**config.mk**
```make
export PLATFORM = sky130hd
export DESIGN_NAME = dht11_responder_flat
export DESIGN_NICKNAME = d
export VERILOG_FILES = /design/src/rtl/dht11_responder_pkg.sv /design/src/rtl/dht11_responder_if.sv /design/src/rtl/dht11_us_tick.sv /design/src/rtl/dht11_responder.sv /design/src/flat_wrapper.sv
export SDC_FILE = /design/constraint.sdc
export NUM_CORES = 1
export LEC_CHECK = 0
export BUFFER_PORTS_ARGS = -buffer_cell sky130_fd_sc_hd__buf_2
export CAP_MARGIN = 25
export CORE_AREA = 2 2 90 92
export DETAILED_ROUTE_END_ITERATION = 10
export DIE_AREA = 0 0 92 94
export PLACE_DENSITY_LB_ADDON = 0.08
export SYNTH_ARGS = -nofsm -noshare
export SYNTH_HDL_FRONTEND = slang
export SYNTH_SLANG_ARGS = --single-unit
```
**constraint.sdc**
```tcl
create_clock -name clk -period 3.35 [get_ports clk]
set_input_delay 0.335 -clock clk [delete_from_list [all_inputs] [get_ports clk]]
set_output_delay 0.335 -clock clk [all_outputs]
set_load 0.005 [all_outputs]
```
**src/rtl/dht11_responder_pkg.sv**
```systemverilog
// Shared definitions for the DHT11 responder: FSM state encodings, default
// protocol timings in microseconds, frame length and small helpers.
package dht11_responder_pkg;

    typedef enum logic [3:0] {
        ST_IDLE      = 4'd0,
        ST_HOST_LOW  = 4'd1,
        ST_WAIT_REL  = 4'd2,
        ST_RESP_WAIT = 4'd3,
        ST_RESP_LOW  = 4'd4,
        ST_RESP_HIGH = 4'd5,
        ST_BIT_LOW   = 4'd6,
        ST_BIT_HIGH  = 4'd7,
        ST_EOT_LOW   = 4'd8
    } state_e;

    localparam int DEF_TICKS_PER_US = 25;
    localparam int DEF_START_MIN_US = 18000;
    localparam int DEF_RESP_WAIT_US = 30;
    localparam int DEF_RESP_LOW_US  = 80;
    localparam int DEF_RESP_HIGH_US = 80;
    localparam int DEF_BIT_LOW_US   = 50;
    localparam int DEF_BIT0_HIGH_US = 26;
    localparam int DEF_BIT1_HIGH_US = 70;
    localparam int FRAME_BITS       = 40;

    // Checksum byte: plain 8-bit sum of the four data bytes (wraps mod 256).
    function automatic logic [7:0] frame_checksum(input logic [7:0] b0, input logic [7:0] b1,
                                                  input logic [7:0] b2, input logic [7:0] b3);
        return b0 + b1 + b2 + b3;
    endfunction

    // States in which the responder pulls the bus low.
    function automatic logic drives_low(input state_e s);
        return (s == ST_RESP_LOW) || (s == ST_BIT_LOW) || (s == ST_EOT_LOW);
    endfunction

    // States that belong to an accepted frame (start accepted .. end-of-frame low).
    function automatic logic in_frame(input state_e s);
        return (s == ST_RESP_WAIT) || (s == ST_RESP_LOW) || (s == ST_RESP_HIGH) ||
               (s == ST_BIT_LOW)   || (s == ST_BIT_HIGH) || (s == ST_EOT_LOW);
    endfunction

endpackage

```
**src/rtl/dht11_responder_if.sv**
```systemverilog
// Bus-side bundle of the DHT11 responder: single-wire line, data bytes and status.
interface dht11_responder_if;
    logic       dht_in;
    logic       dht_oe;
    logic [7:0] hum_int;
    logic [7:0] hum_dec;
    logic [7:0] temp_int;
    logic [7:0] temp_dec;
    logic       busy;
    logic       done;

    // Host / environment side: drives line level and measurement data.
    modport master (
        output dht_in, hum_int, hum_dec, temp_int, temp_dec,
        input  dht_oe, busy, done
    );

    // Responder side.
    modport slave (
        input  dht_in, hum_int, hum_dec, temp_int, temp_dec,
        output dht_oe, busy, done
    );
endinterface

```
**src/rtl/dht11_us_tick.sv**
```systemverilog
// Microsecond prescaler: emits a one-cycle tick every TICKS_PER_US clocks.
// clr_i restarts the count so the first tick comes a full period later.
module dht11_us_tick #(
    parameter int TICKS_PER_US = 25
) (
    input  logic clk,
    input  logic rst,
    input  logic clr_i,
    output logic tick_o
);
    localparam int CW = (TICKS_PER_US > 1) ? $clog2(TICKS_PER_US) : 1;
    localparam logic [CW-1:0] LAST = CW'(TICKS_PER_US - 1);

    logic [CW-1:0] cnt_q;
    logic [CW-1:0] cnt_d;

    assign tick_o = (cnt_q == LAST);

    // Next prescaler count: clear, wrap at the last tick, or advance.
    always_comb begin
        cnt_d = cnt_q;
        if (clr_i) begin
            cnt_d = '0;
        end else if (cnt_q == LAST) begin
            cnt_d = '0;
        end else begin
            cnt_d = cnt_q + CW'(1);
        end
    end

    // Prescaler count register.
    always_ff @(posedge clk or posedge rst) begin
        if (rst) begin
            cnt_q <= '0;
        end else begin
            cnt_q <= cnt_d;
        end
    end
endmodule

```
**src/rtl/dht11_responder.sv**
```systemverilog
// DHT11 sensor-side emulator: detects a host start pulse, answers with the
// preamble and a 40-bit frame (4 data bytes + checksum), MSB first.
// The bus is only ever pulled low; dht_oe comes straight from a register.
module dht11_responder
    import dht11_responder_pkg::*;
#(
    parameter int TICKS_PER_US = DEF_TICKS_PER_US,
    parameter int START_MIN_US = DEF_START_MIN_US,
    parameter int RESP_WAIT_US = DEF_RESP_WAIT_US,
    parameter int RESP_LOW_US  = DEF_RESP_LOW_US,
    parameter int RESP_HIGH_US = DEF_RESP_HIGH_US,
    parameter int BIT_LOW_US   = DEF_BIT_LOW_US,
    parameter int BIT0_HIGH_US = DEF_BIT0_HIGH_US,
    parameter int BIT1_HIGH_US = DEF_BIT1_HIGH_US
) (
    input  logic               clk,
    input  logic               rst,
    dht11_responder_if.slave   bus_if
);
    state_e        state_q, state_d;
    logic [15:0]   us_cnt_q, us_cnt_d;
    logic [5:0]    bit_idx_q, bit_idx_d;
    logic [39:0]   frame_q, frame_d;
    logic          sync1_q, sync2_q;
    logic          oe_q, busy_q, done_q;
    logic          tick;
    logic          clr;
    logic          line_hi;
    logic [15:0]   bit_high_last;

    assign line_hi       = sync2_q;
    assign clr           = (state_d != state_q);
    assign bit_high_last = frame_q[39] ? 16'(BIT1_HIGH_US - 1) : 16'(BIT0_HIGH_US - 1);

    assign bus_if.dht_oe = oe_q;
    assign bus_if.busy   = busy_q;
    assign bus_if.done   = done_q;

    dht11_us_tick #(.TICKS_PER_US(TICKS_PER_US)) u_tick (
        .clk    (clk),
        .rst    (rst),
        .clr_i  (clr),
        .tick_o (tick)
    );

    // Two-flop synchronizer for the asynchronous bus level (idles high).
    always_ff @(posedge clk or posedge rst) begin
        if (rst) begin
            sync1_q <= 1'b1;
            sync2_q <= 1'b1;
        end else begin
            sync1_q <= bus_if.dht_in;
            sync2_q <= sync1_q;
        end
    end

    // FSM next state, duration counter, bit index and frame shift register.
    // A duration of D us ends on the D-th tick, i.e. exactly D*TICKS_PER_US clocks.
    // Note: right after the end-of-frame low the synced line still reads low for
    // two clocks, so IDLE may briefly enter HOST_LOW and fall straight back.
    always_comb begin
        state_d   = state_q;
        us_cnt_d  = tick ? (us_cnt_q + 16'd1) : us_cnt_q;
        bit_idx_d = bit_idx_q;
        frame_d   = frame_q;
        case (state_q)
            ST_IDLE: begin
                if (!line_hi) state_d = ST_HOST_LOW;
                else          state_d = ST_IDLE;
            end
            ST_HOST_LOW: begin
                if (line_hi)                                           state_d = ST_IDLE;
                else if (tick && us_cnt_q == 16'(START_MIN_US - 1))    state_d = ST_WAIT_REL;
                else                                                   state_d = ST_HOST_LOW;
            end
            ST_WAIT_REL: begin
                if (line_hi) begin
                    frame_d   = {bus_if.hum_int, bus_if.hum_dec, bus_if.temp_int, bus_if.temp_dec,
                                 frame_checksum(bus_if.hum_int, bus_if.hum_dec,
                                                bus_if.temp_int, bus_if.temp_dec)};
                    bit_idx_d = 6'd0;
                    state_d   = ST_RESP_WAIT;
                end else begin
                    state_d = ST_WAIT_REL;
                end
            end
            ST_RESP_WAIT: begin
                if (tick && us_cnt_q == 16'(RESP_WAIT_US - 1)) state_d = ST_RESP_LOW;
                else                                           state_d = ST_RESP_WAIT;
            end
            ST_RESP_LOW: begin
                if (tick && us_cnt_q == 16'(RESP_LOW_US - 1)) state_d = ST_RESP_HIGH;
                else                                          state_d = ST_RESP_LOW;
            end
            ST_RESP_HIGH: begin
                if (tick && us_cnt_q == 16'(RESP_HIGH_US - 1)) state_d = ST_BIT_LOW;
                else                                           state_d = ST_RESP_HIGH;
            end
            ST_BIT_LOW: begin
                if (tick && us_cnt_q == 16'(BIT_LOW_US - 1)) state_d = ST_BIT_HIGH;
                else                                         state_d = ST_BIT_LOW;
            end
            ST_BIT_HIGH: begin
                if (tick && us_cnt_q == bit_high_last) begin
                    frame_d = {frame_q[38:0], 1'b0};
                    if (bit_idx_q == 6'(FRAME_BITS - 1)) begin
                        state_d = ST_EOT_LOW;
                    end else begin
                        bit_idx_d = bit_idx_q + 6'd1;
                        state_d   = ST_BIT_LOW;
                    end
                end else begin
                    state_d = ST_BIT_HIGH;
                end
            end
            ST_EOT_LOW: begin
                if (tick && us_cnt_q == 16'(BIT_LOW_US - 1)) state_d = ST_IDLE;
                else                                         state_d = ST_EOT_LOW;
            end
            default: begin
                state_d = ST_IDLE;
            end
        endcase
        if (state_d != state_q) begin
            us_cnt_d = 16'd0;
        end else begin
            us_cnt_d = us_cnt_d;
        end
    end

    // State, counters and registered bus/status outputs.
    always_ff @(posedge clk or posedge rst) begin
        if (rst) begin
            state_q   <= ST_IDLE;
            us_cnt_q  <= 16'd0;
            bit_idx_q <= 6'd0;
            frame_q   <= 40'd0;
            oe_q      <= 1'b0;
            busy_q    <= 1'b0;
            done_q    <= 1'b0;
        end else begin
            state_q   <= state_d;
            us_cnt_q  <= us_cnt_d;
            bit_idx_q <= bit_idx_d;
            frame_q   <= frame_d;
            oe_q      <= drives_low(state_d);
            busy_q    <= in_frame(state_d);
            done_q    <= (state_q == ST_EOT_LOW) && (state_d == ST_IDLE);
        end
    end
endmodule

```
**src/flat_wrapper.sv**
```systemverilog
// flat-port wrapper written by rule: the top's interface ports become plain ports
module dht11_responder_flat import dht11_responder_pkg::*;
#(
    parameter int TICKS_PER_US = DEF_TICKS_PER_US,
    parameter int START_MIN_US = DEF_START_MIN_US,
    parameter int RESP_WAIT_US = DEF_RESP_WAIT_US,
    parameter int RESP_LOW_US  = DEF_RESP_LOW_US,
    parameter int RESP_HIGH_US = DEF_RESP_HIGH_US,
    parameter int BIT_LOW_US   = DEF_BIT_LOW_US,
    parameter int BIT0_HIGH_US = DEF_BIT0_HIGH_US,
    parameter int BIT1_HIGH_US = DEF_BIT1_HIGH_US
)
  (clk, rst, bus_if_dht_in, bus_if_hum_int, bus_if_hum_dec, bus_if_temp_int, bus_if_temp_dec, bus_if_dht_oe, bus_if_busy, bus_if_done);
  dht11_responder_if bus_if_i ();
  input  logic clk;
  input  logic rst;
  input wire logic [$bits(bus_if_i.dht_in)-1:0] bus_if_dht_in;
  input wire logic [$bits(bus_if_i.hum_int)-1:0] bus_if_hum_int;
  input wire logic [$bits(bus_if_i.hum_dec)-1:0] bus_if_hum_dec;
  input wire logic [$bits(bus_if_i.temp_int)-1:0] bus_if_temp_int;
  input wire logic [$bits(bus_if_i.temp_dec)-1:0] bus_if_temp_dec;
  output wire logic [$bits(bus_if_i.dht_oe)-1:0] bus_if_dht_oe;
  output wire logic [$bits(bus_if_i.busy)-1:0] bus_if_busy;
  output wire logic [$bits(bus_if_i.done)-1:0] bus_if_done;
  assign bus_if_i.dht_in = bus_if_dht_in;
  assign bus_if_i.hum_int = bus_if_hum_int;
  assign bus_if_i.hum_dec = bus_if_hum_dec;
  assign bus_if_i.temp_int = bus_if_temp_int;
  assign bus_if_i.temp_dec = bus_if_temp_dec;
  assign bus_if_dht_oe = bus_if_i.dht_oe;
  assign bus_if_busy = bus_if_i.busy;
  assign bus_if_done = bus_if_i.done;
  dht11_responder #(.TICKS_PER_US(TICKS_PER_US), .START_MIN_US(START_MIN_US), .RESP_WAIT_US(RESP_WAIT_US), .RESP_LOW_US(RESP_LOW_US), .RESP_HIGH_US(RESP_HIGH_US), .BIT_LOW_US(BIT_LOW_US), .BIT0_HIGH_US(BIT0_HIGH_US), .BIT1_HIGH_US(BIT1_HIGH_US)) u_core (.clk(clk), .rst(rst), .bus_if(bus_if_i));
endmodule
```
==> results.sh <==
export IMPL_nNetsFinal=542
export IMPL_cts_setup_buffers=0
export IMPL_grt_use_met3=0.0602
export IMPL_timing_hold_ws_ps=66.3
export IMPL_multi_input_area_mm2=0.00242
export IMPL_avgViaCountPerCell=5.58
export IMPL_antenna_found_initial=0
export IMPL_clk_latency_ps=360
export IMPL_place_congestion=0.858
export IMPL_required_ps=3620
export IMPL_chipHeight_um=94
export IMPL_finalSetupTns_ps=0
export IMPL_grt_usage=0.230
export IMPL_worstSetupStartpointType="register"
export IMPL_ant_nets=0
export IMPL_cpPeakStageDelay_ps=700
export IMPL_async_flop_share=1.00
export IMPL_yosys_register_bits=76
export IMPL_cts_sinks=76
export IMPL_tightest_slew_ps=825
export IMPL_drive_above_1_share=0.158
export IMPL_final_area_mm2=0.00498
export IMPL_rows=32
export IMPL_wl_um=9270
export IMPL_gr_total_overflow=0
export IMPL_die_w_um=92
export IMPL_cts_buffer_depth=2
export IMPL_grt_setup_unrepaired="false"
export IMPL_syn_nets=512
export IMPL_n_fill_cell=640
export IMPL_netlist_area_mm2=0.00448
export IMPL_syn_area_per_cell_um2=9.94
export IMPL_path_clk_slew_ps=90
export IMPL_ys_seq_area_frac=0.425
export IMPL_num_vias=3279
export IMPL_finalHoldViolations=0
export IMPL_path_cells="inv_1, ha_1, nor4b_1, nand4_1, nor3_2, o22ai_1, or4b_4, a211oi_1"
export IMPL_max_slew_margin_rel=0.449
export IMPL_drtIter0Drc=177
export IMPL_crit_fanout=21
export IMPL_synth_cells=451
export IMPL_num_io_pins=38
export IMPL_crit_type="reg2reg"
export IMPL_ys_flop_type="dfrtp_1"
export IMPL_grt_pass1_wl_um=15700
export IMPL_ys_warn_count=0
export IMPL_outcome="complete, no violations"
export IMPL_use_met2=0.329
export IMPL_ys_types=50
export IMPL_drtPass1Iterations=5
export IMPL_seq_area_mm2=0.00190
export IMPL_final_min_clock_period_ps=2730
export IMPL_antenna_cells=0
export IMPL_drv_cap=0
export IMPL_p_leak_nw=2.40
export IMPL_cts_buffers=9
export IMPL_area_growth_pct=11.1
export IMPL_endpoint_kind="register"
export IMPL_dpl_worst_slack_ps=298
export IMPL_finalWorstSetupSlack_ps=620
export IMPL_cts_htree_levels=3
export IMPL_placed_area_mm2=0.00475
export IMPL_clock_root_buffer="clkbuf_8"
export IMPL_grt_pass1_vias=3135
export IMPL_ir_worst_vdd_v=0.000226
export IMPL_finalSetupViolations=0
export IMPL_cp_slowest_cell="or4b_4"
export IMPL_fin_crit_sh=0.815
export IMPL_cp_arrival_ps=3000
export IMPL_drt_wirelength_per_cell_um=15.8
export IMPL_power_density_mw_per_mm2=410
export IMPL_start_util=0.589
export IMPL_portBuffers=37
export IMPL_synth_edff_count=0
export IMPL_skew_ps=14.2
export IMPL_grt_busiest_layer="met1"
export IMPL_die_area_mm2=0.00865
export IMPL_gr_usage_met1=0.353
export IMPL_hpwl_um=6710
export IMPL_fp_coreArea_mm2=0.00761
export IMPL_power_mw=2.04
export IMPL_drv_slew=0
export IMPL_tritoncts="built"
export IMPL_timing_fmax_mhz=366
export IMPL_grt_max_degree=44
export IMPL_drcViolationCount=0
export IMPL_min_path_type="in2reg"
worst paths after layout:
check | slack, ps | cells past startpoint | end | start
max reg2reg | 620 | 8 | u_core.u_tick.cnt_q[4]$_DFF_PP0_ | u_core.us_cnt_q[1]$_DFFE_PP0P_
min in group asynchronous | 540 | 3 | u_core.frame_q[13]$_DFFE_PP0P_ | rst
max in group asynchronous | 1990 | 4 | u_core.line_hi$_DFF_PP1_ | rst
min | 70 | 1 | u_core.sync1_q$_DFF_PP1_ | bus_if_dht_in
max | 620 | 8 | u_core.u_tick.cnt_q[4]$_DFF_PP0_ | u_core.us_cnt_q[1]$_DFFE_PP0P_
min reg2reg | 380 | 0 | u_core.line_hi$_DFF_PP1_ | u_core.sync1_q$_DFF_PP1_
layout by cell type (no fill, tap or decap), types with 3 or more instances in the layout:
master	n
dfrtp_1	74
nand2_1	53
o21ai_0	43
buf_2	37
mux2i_1	34
a21oi_1	29
xor2_1	19
nor2_1	15
inv_1	15
fa_1	14
xnor2_1	13
nand4_1	12
nand3_1	12
ha_1	12
clkbuf_8	9
nor2b_1	8
nor3_1	7
buf_4	7
and3_1	5
nor4_1	5
a211oi_1	4
nor3b_1	3
and4b_1	3
mux2_2	3
nor4bb_1	3
report_power, final:
group	switching, mW	internal, mW	leakage [nW]
Combinational	0.170	0.145	1.44
Clock	0.371	0.428	0.111
Sequential	0.00589	0.923	0.842
through the flow:
stage,instances,util
after floorplan,451,-
after global placement,571,0.624
after detailed placement,571,0.624
after CTS,588,0.655
after global routing,588,0.655
final,588,0.655
worst max-delay path: cells and delay by family (launching register included):
| family | cells | cell delay (ps) |
|---|---|---|
| simple gates | 4 | 1480 |
| flops | 1 | 430 |
| compound gates | 2 | 400 |
| fa+ha+maj | 1 | 250 |
| buf+inv | 1 | 70 |
Yosys cell counts, types with 12 or more instances:
| cell | number | area, µm² |
|---|---|---|
| xnor2_1 | 13 | 114 |
| ha_1 | 12 | 150 |
| o21ai_0 | 43 | 215 |
| nand3_1 | 13 | 65.1 |
| xor2_1 | 19 | 166 |
| nor2_1 | 16 | 60.1 |
| nand2_1 | 53 | 199 |
| mux2i_1 | 34 | 340 |
| a21oi_1 | 29 | 145 |
| inv_1 | 16 | 60.1 |
| clkbuf_1 | 16 | 60.1 |
| nand4_1 | 12 | 75.1 |
| dfrtp_1 | 74 | 1850 |
| fa_1 | 14 | 280 |
metal layers:
layer / share of wire / routed length, µm / vias to the layer above
met5: 0 / 0 / -
met4: 0.0088 / 82 / 0
met3: 0.042 / 393 / 9
met2: 0.45 / 4210 / 64
met1: 0.49 / 4580 / 1563
li1: - / - / 1643
sequential cells by signal, summed over array words and instances, names as in the netlist:
name / cells
u_core.frame_q: 40
u_core.us_cnt_q: 16
u_core.bit_idx_q: 6
u_core.u_tick.cnt_q: 5
u_core.state_q: 4
u_core.bus_if.busy: 1
u_core.bus_if.dht_oe: 1
u_core.bus_if.done: 1
u_core.line_hi: 1
u_core.sync1_q: 1
cells by family after synthesis:
family	Yosys count	share of synthesized area
fa+ha+maj	26	0.0960
mux	37	0.0835
flops	76	0.425
compound gates	93	0.118
xor+xnor	32	0.0625
buf+inv	42	0.0408
simple gates	145	0.174
timing repair:
action	CTS	global route
hold endpoints to repair	20	0
setup endpoints to repair	0	0
resized for setup	0	0
hold buffers	1	0
area by class of cell:
type | count | area share
multi-input combinational | 333 | 0.486
sequential | 76 | 0.382
timing repair buffer | 45 | 0.0497
clock buffer | 10 | 0.0256
tap | 102 | 0.0256
clock inverter | 6 | 0.0191
inverter | 16 | 0.0121
Note: power is estimated with default switching activity, not from simulation.
